File: config.mk
export PLATFORM = sky130hd
export DESIGN_NAME = rd_burst_assembler
export DESIGN_NICKNAME = d
export VERILOG_FILES = /design/src/rtl/rd_burst_assembler.sv
export SDC_FILE = /design/constraint.sdc
export NUM_CORES = 1
export LEC_CHECK = 0
export CAP_MARGIN = 20
export CORE_ASPECT_RATIO = 0.7
export CORE_MARGIN = 5
export CORE_UTILIZATION = 45
export CTS_BUF_LIST = sky130_fd_sc_hd__clkbuf_4 sky130_fd_sc_hd__clkbuf_8
export CTS_CLUSTER_DIAMETER = 50
export DETAILED_ROUTE_END_ITERATION = 8
export HOLD_SLACK_MARGIN = 0.05
export PLACE_DENSITY = 0.68
export SYNTH_ARGS = -nofsm -noshare
export SYNTH_HDL_FRONTEND = slang
export SYNTH_SLANG_ARGS = --single-unit
File: constraint.sdc
create_clock -name clock_t -period 5 [get_ports clock_t]
set_input_delay 0.5 -clock clock_t [delete_from_list [all_inputs] [get_ports clock_t]]
set_output_delay 0.5 -clock clock_t [all_outputs]
set_load 0.02 [all_outputs]
File: src/rtl/rd_burst_assembler.sv
// rtl/rd_burst_assembler.sv - pairs queued read commands with returning DQ rise/fall beat pairs
// Bounded in-order command FIFO plus a pair counter; one rd_valid pulse per completed burst.
module rd_burst_assembler #(
   parameter int DQ_W   = 8,
   parameter int ADDR_W = 29,
   parameter int DEPTH  = 8,
   localparam int CW    = $clog2(DEPTH + 1)
) (
   input  logic                clock_t,
   input  logic                reset_n,
   input  logic                rd_cmd_valid,
   input  logic [ADDR_W-1:0]   rd_cmd_addr,
   input  logic                rd_cmd_bl4,
   output logic                cmd_ready,
   input  logic                dq_valid,
   input  logic [DQ_W-1:0]     dq_rise,
   input  logic [DQ_W-1:0]     dq_fall,
   output logic                rd_valid,
   output logic [ADDR_W-1:0]   rd_addr,
   output logic [8*DQ_W-1:0]   rd_data,
   output logic                rd_bl4,
   output logic [CW-1:0]       outstanding,
   output logic                err_orphan,
   output logic                err_overflow
);

   localparam int PW = $clog2(DEPTH);
   localparam logic [CW-1:0] C_DEPTH = CW'(DEPTH);

   logic [ADDR_W-1:0] r_fifo_addr [DEPTH];
   logic [DEPTH-1:0]  r_fifo_bl4;
   logic [PW-1:0]     r_wr_ptr;
   logic [PW-1:0]     r_rd_ptr;
   logic [CW-1:0]     r_count;
   logic [1:0]        r_pc;
   logic [8*DQ_W-1:0] r_stage;
   logic              r_rd_valid;
   logic [ADDR_W-1:0] r_rd_addr;
   logic [8*DQ_W-1:0] r_rd_data;
   logic              r_rd_bl4;
   logic              r_err_orphan;
   logic              r_err_overflow;

   logic              w_empty;
   logic              w_beat;
   logic              w_head_bl4;
   logic              w_last;
   logic              w_pop;
   logic              w_ready;
   logic              w_push;
   logic [8*DQ_W-1:0] w_merged;
   logic [8*DQ_W-1:0] w_out_data;

   assign w_empty    = (r_count == '0);
   assign w_beat     = dq_valid && !w_empty;
   assign w_head_bl4 = r_fifo_bl4[r_rd_ptr];
   assign w_last     = w_head_bl4 ? (r_pc == 2'd1) : (r_pc == 2'd3);
   assign w_pop      = w_beat && w_last;
   // A completing burst frees its slot in the same cycle, so a full FIFO can still accept.
   assign w_ready    = (r_count < C_DEPTH) || w_pop;
   assign w_push     = rd_cmd_valid && w_ready;

   always_comb begin
      w_merged = r_stage;
      for (int i = 0; i < 4; i++) begin
         if (r_pc == 2'(i)) begin
            w_merged[i*2*DQ_W +: 2*DQ_W] = {dq_fall, dq_rise};
         end
      end
      w_out_data = w_merged;
      if (w_head_bl4) begin
         w_out_data[8*DQ_W-1:4*DQ_W] = '0;
      end
   end

   always_ff @(posedge clock_t) begin
      if (w_push) begin
         r_fifo_addr[r_wr_ptr] <= rd_cmd_addr;
         r_fifo_bl4[r_wr_ptr]  <= rd_cmd_bl4;
      end
   end

   always_ff @(posedge clock_t or negedge reset_n) begin
      if (!reset_n) begin
         r_wr_ptr       <= '0;
         r_rd_ptr       <= '0;
         r_count        <= '0;
         r_pc           <= '0;
         r_stage        <= '0;
         r_rd_valid     <= 1'b0;
         r_rd_addr      <= '0;
         r_rd_data      <= '0;
         r_rd_bl4       <= 1'b0;
         r_err_orphan   <= 1'b0;
         r_err_overflow <= 1'b0;
      end else begin
         if (w_push) begin
            r_wr_ptr <= r_wr_ptr + 1'b1;
         end
         if (w_pop) begin
            r_rd_ptr <= r_rd_ptr + 1'b1;
         end
         case ({w_push, w_pop})
            2'b10:   r_count <= r_count + 1'b1;
            2'b01:   r_count <= r_count - 1'b1;
            default: r_count <= r_count;
         endcase

         // Staging is wiped on completion so a following BC4 never carries old upper beats.
         if (w_pop) begin
            r_pc    <= '0;
            r_stage <= '0;
         end else if (w_beat) begin
            r_pc    <= r_pc + 1'b1;
            r_stage <= w_merged;
         end

         r_rd_valid <= w_pop;
         if (w_pop) begin
            r_rd_addr <= r_fifo_addr[r_rd_ptr];
            r_rd_data <= w_out_data;
            r_rd_bl4  <= w_head_bl4;
         end

         if (dq_valid && w_empty) begin
            r_err_orphan <= 1'b1;
         end
         if (rd_cmd_valid && !w_ready) begin
            r_err_overflow <= 1'b1;
         end
      end
   end

   assign cmd_ready    = w_ready;
   assign rd_valid     = r_rd_valid;
   assign rd_addr      = r_rd_addr;
   assign rd_data      = r_rd_data;
   assign rd_bl4       = r_rd_bl4;
   assign outstanding  = r_count;
   assign err_orphan   = r_err_orphan;
   assign err_overflow = r_err_overflow;

endmodule

==> metrics.md <==
| Metric | Value |
|---|---|
| Outcome | `finished, final reports clean` |
| Fin. Hold Viols | `0` |
| Crit path launch type | `register` |
| WP data required | `4500 ps` |
| Crit path kind | `register to primary output` |
| Min Tclk post-route | `4410 ps` |
| Post-synthesis sequential area ratio | `0.684` |
| Synth Flop Type | `edfxtp_1` |
| Area Overhead vs Synth | `20.4%` |
| Core area | `35800 um^2` |
| Filler cell count in the final layout | `2827` |
| Top cells by area, synth | `edfxtp_1 44%, dfrtp_1 24%, mux4_2 8.0%, mux2_4 3.8%, mux2_2 3.6%` |
| Biggest fanout along the worst timing path | `34` |
| Routability cong. | `0.804` |
| Worst slew pin tran | `1130 ps` |
| IO buf count | `151` |
| Worst Setup End Kind | `primary output` |
| Maxcap violations | `0` |
| Layout cells sized above 1 | `0.277` |
| Clock-pin transition on the worst setup and hold timing paths | `70 ps` |
| # diodes | `0` |
| Row count | `58` |
| RSZ-0062 raised after global routing | `false` |
| Initial Util | `0.454` |
| Cell internal pwr | `8.32 mW` |
| Yosys Warn Count | `0` |
| Sum Neg Setup Slack | `0 ps` |
| Post-CTS setup buffer count | `0` |
| Sw Share | `0.339` |
| Tightest Hold Check Type | `input pin to async pin` |
| DR vias | `9049` |
| WL final | `36900 um` |
| PD cells | `642 nW/um^2` |
| Synth Instances | `918` |
| DRC | `0` |
| Synth cell types | `58` |
| Leakage | `7.06 nW` |
| Placement Setup Slack | `782 ps` |
| HPWL after DPL | `21900 um` |
| Via-per-instance ratio | `5.60` |
| DIE HEIGHT | `169 um` |
| Asr flop ratio synth | `0.395` |
| Synth area leader | `edfxtp_1` |
| Routed Antenna Nets | `0` |
| Synthesized flop and latch total | `397` |
| WL/cell | `22.8 um` |
| Initial antenna violation count | `1` |
| Fmax | `0.227 GHz` |
| Final period util | `0.881` |
| First-pass GRT wire length | `57600 um` |
| Avg Cell Area, Syn | `17.7 um^2` |
| Total power | `12.6 mW` |
| Clock Tree Root | `clkbuf_8` |
| Die width | `237 um` |
| Pre-Repair DR Iteration Count | `5` |
| Synth top area share | `0.442` |
| Critical path arrival | `3910 ps` |
| Die area | `40200 um^2` |
| Clock Sinks | `397` |
| Number of enable flip-flop cells after synthesis | `240` |
| Largest net degree at the start of global routing | `77` |
| # nets final | `1147` |
| Grt total ovfl | `0` |
| Final Setup Violations | `0` |
| Number of global-route vias before repair | `9531` |
| Min Hold Slack | `451 ps` |
| CTS tree | `done` |
| Flop pwr share | `0.390` |
| P_sw | `4.27 mW` |
| Io pins | `152` |
| VDD IR max | `0.305 mV` |
| Worst slew margin | `0.249` |
| Final setup margin | `595 ps` |
| Total GRT Usage | `0.183` |
| CTS Buf Count | `59` |
| Latest clock arrival within the worst-skew pair | `630 ps` |
| Htree depth | `2` |
| Clock Path Buffers | `3` |
| Count of pins over their slew limit | `0` |
| Post-Syn Nets | `977` |
| Drt first-iter violations | `669` |
| Final Skew | `42.5 ps` |
| Gate power share | `0.388` |
| Post-Syn Area | `16300 um^2` |
| Power share of the clock group | `0.222` |
[synthesized netlist by cell type, types with 3 or more instances]
master     instances
dfrtp_1          157
mux2_4            41
a31oi_1           15
o221a_2           16
or3_1             16
buf_4              3
buf_6              7
nand2_1           39
a32oi_1           16
clkbuf_1          30
inv_1              3
nand2b_1           4
xnor2_1            5
o2bb2ai_1         16
and2_1             6
o21ai_1            5
mux2_1             3
mux2i_1           18
nor2b_1           17
a21oi_1            5
mux2_2            52
a32o_1            30
edfxtp_1         240
o21ai_0           32
ha_1               9
mux4_2            58
xor2_1             4
a21o_1             3
nor2_1             6
nor3_1             4
a22o_1             3
buf_1              3
buf_2             20
[repair_timing]
action | in CTS | in global routing
resized for setup | 0 | 0
hold buffers | 1 | 0
endpoints found under the hold margin | 74 | 0
[final timing paths]
| kind | start | to | slack, ps | depth (start not counted) |
|---|---|---|---|---|
| worst min register to register | err_orphan$_DFFE_PN0P_ | err_orphan$_DFFE_PN0P_ | 470 | 1 |
| max in group asynchronous | reset_n | rd_addr[11]$_DFFE_PN0N_ | 3340 | 3 |
| min in group clock_t | err_orphan$_DFFE_PN0P_ | err_orphan$_DFFE_PN0P_ | 470 | 1 |
| worst max-delay path | r_rd_ptr[0]$_DFFE_PN0N_ | cmd_ready | 590 | 6 |
| worst min-delay path | reset_n | rd_data[27]$_DFFE_PN0N_ | 450 | 2 |
| worst max register to register | r_rd_ptr[0]$_DFFE_PN0N_ | outstanding[3]$_DFFE_PN0P_ | 1270 | 12 |
[routing by layer]
| layer | share of wire | vias to the layer above | global-route usage |
|---|---|---|---|
| li1 | - | 4018 | - |
| met1 | 0.45 | 4734 | 0.264 |
| met2 | 0.47 | 240 | 0.289 |
| met3 | 0.057 | 55 | 0.0390 |
| met4 | 0.016 | 2 | 0.0454 |
| met5 | 0.00054 | - | 0 |
[registers in the layout, summed over array words and instances (netlist names)]
| signal | cells |
|---|---|
| r_fifo_bl4 | 8 |
| rd_data | 64 |
| r_rd_ptr | 3 |
| r_wr_ptr | 3 |
| rd_bl4 | 1 |
| err_orphan | 1 |
| r_stage | 48 |
| r_fifo_addr | 232 |
| outstanding | 4 |
| rd_valid | 1 |
| err_overflow | 1 |
| r_pc | 2 |
| rd_addr | 29 |
[power by group through the flow]
stage	Clock (mW)	Sequential (mW)	Combinational, mW
after floorplan	0	5.17	3.03
after global placement	0	4.95	4.87
after detailed placement	0	4.98	4.93
after CTS	2.88	4.93	4.96
after global routing	3.03	5.02	5.25
final	2.80	4.91	4.89
[critical path: stages, from the launching register on]
cell and delay (ps):
dfrtp_4 860, mux2_2 450, o22a_2 270, nand2_1 610, mux2_2 430, inv_1 50
clkdlybuf4s50_1 590
[through the flow]
step | instances | instance area [um^2] | util
2_1_floorplan | 918 | 16300 | -
3_3_place_gp | 1506 | 18300 | 0.511
3_5_place_dp | 1506 | 18300 | 0.511
4_1_cts | 1616 | 19600 | 0.547
5_1_grt | 1616 | 19600 | 0.547
6_report | 1616 | 19600 | 0.547
[cell usage in the layout, fill, tap and decap left out, types with 15 or more instances in the layout]
master	netlist	layout
o221a_2	16	16
dfrtp_1	157	155
clkbuf_8	0	66
a32o_1	30	30
edfxtp_1	240	240
o2bb2ai_1	16	16
mux2i_1	18	18
buf_4	3	19
mux2_2	52	52
o21ai_0	32	32
or3_1	16	16
a32oi_1	16	16
mux2_4	41	41
nand2_1	39	39
clkdlybuf4s50_1	0	150
clkbuf_4	0	24
a31oi_1	15	15
nor2b_1	17	17
mux4_2	58	58
[cell families (layout without fill, tap and decap cells)]
family                     after synthesis  count (layout)  synth area share
and+or+nand+nor                        109             109            0.0377
buffers and inverters                   68             286            0.0213
adders and majority gates                9               9           0.00691
muxes                                  172             172             0.167
DFF                                    397             397             0.684
AOI/OAI and AO/OA                      154             154            0.0786
xor gates and xnor gates                 9               9           0.00484
[area by class of cell]
cell class,count,area (um^2),area share
clock buffer,90,1090,0.0555
timing repair buffer,172,1690,0.0859
sequential,397,11100,0.568
inverter,5,21.3,0.00108
clock inverter,19,193,0.00982
multi-input combinational,453,4880,0.249
tap,480,601,0.0306
No activity file was read; power rests on OpenSTA's default activity.
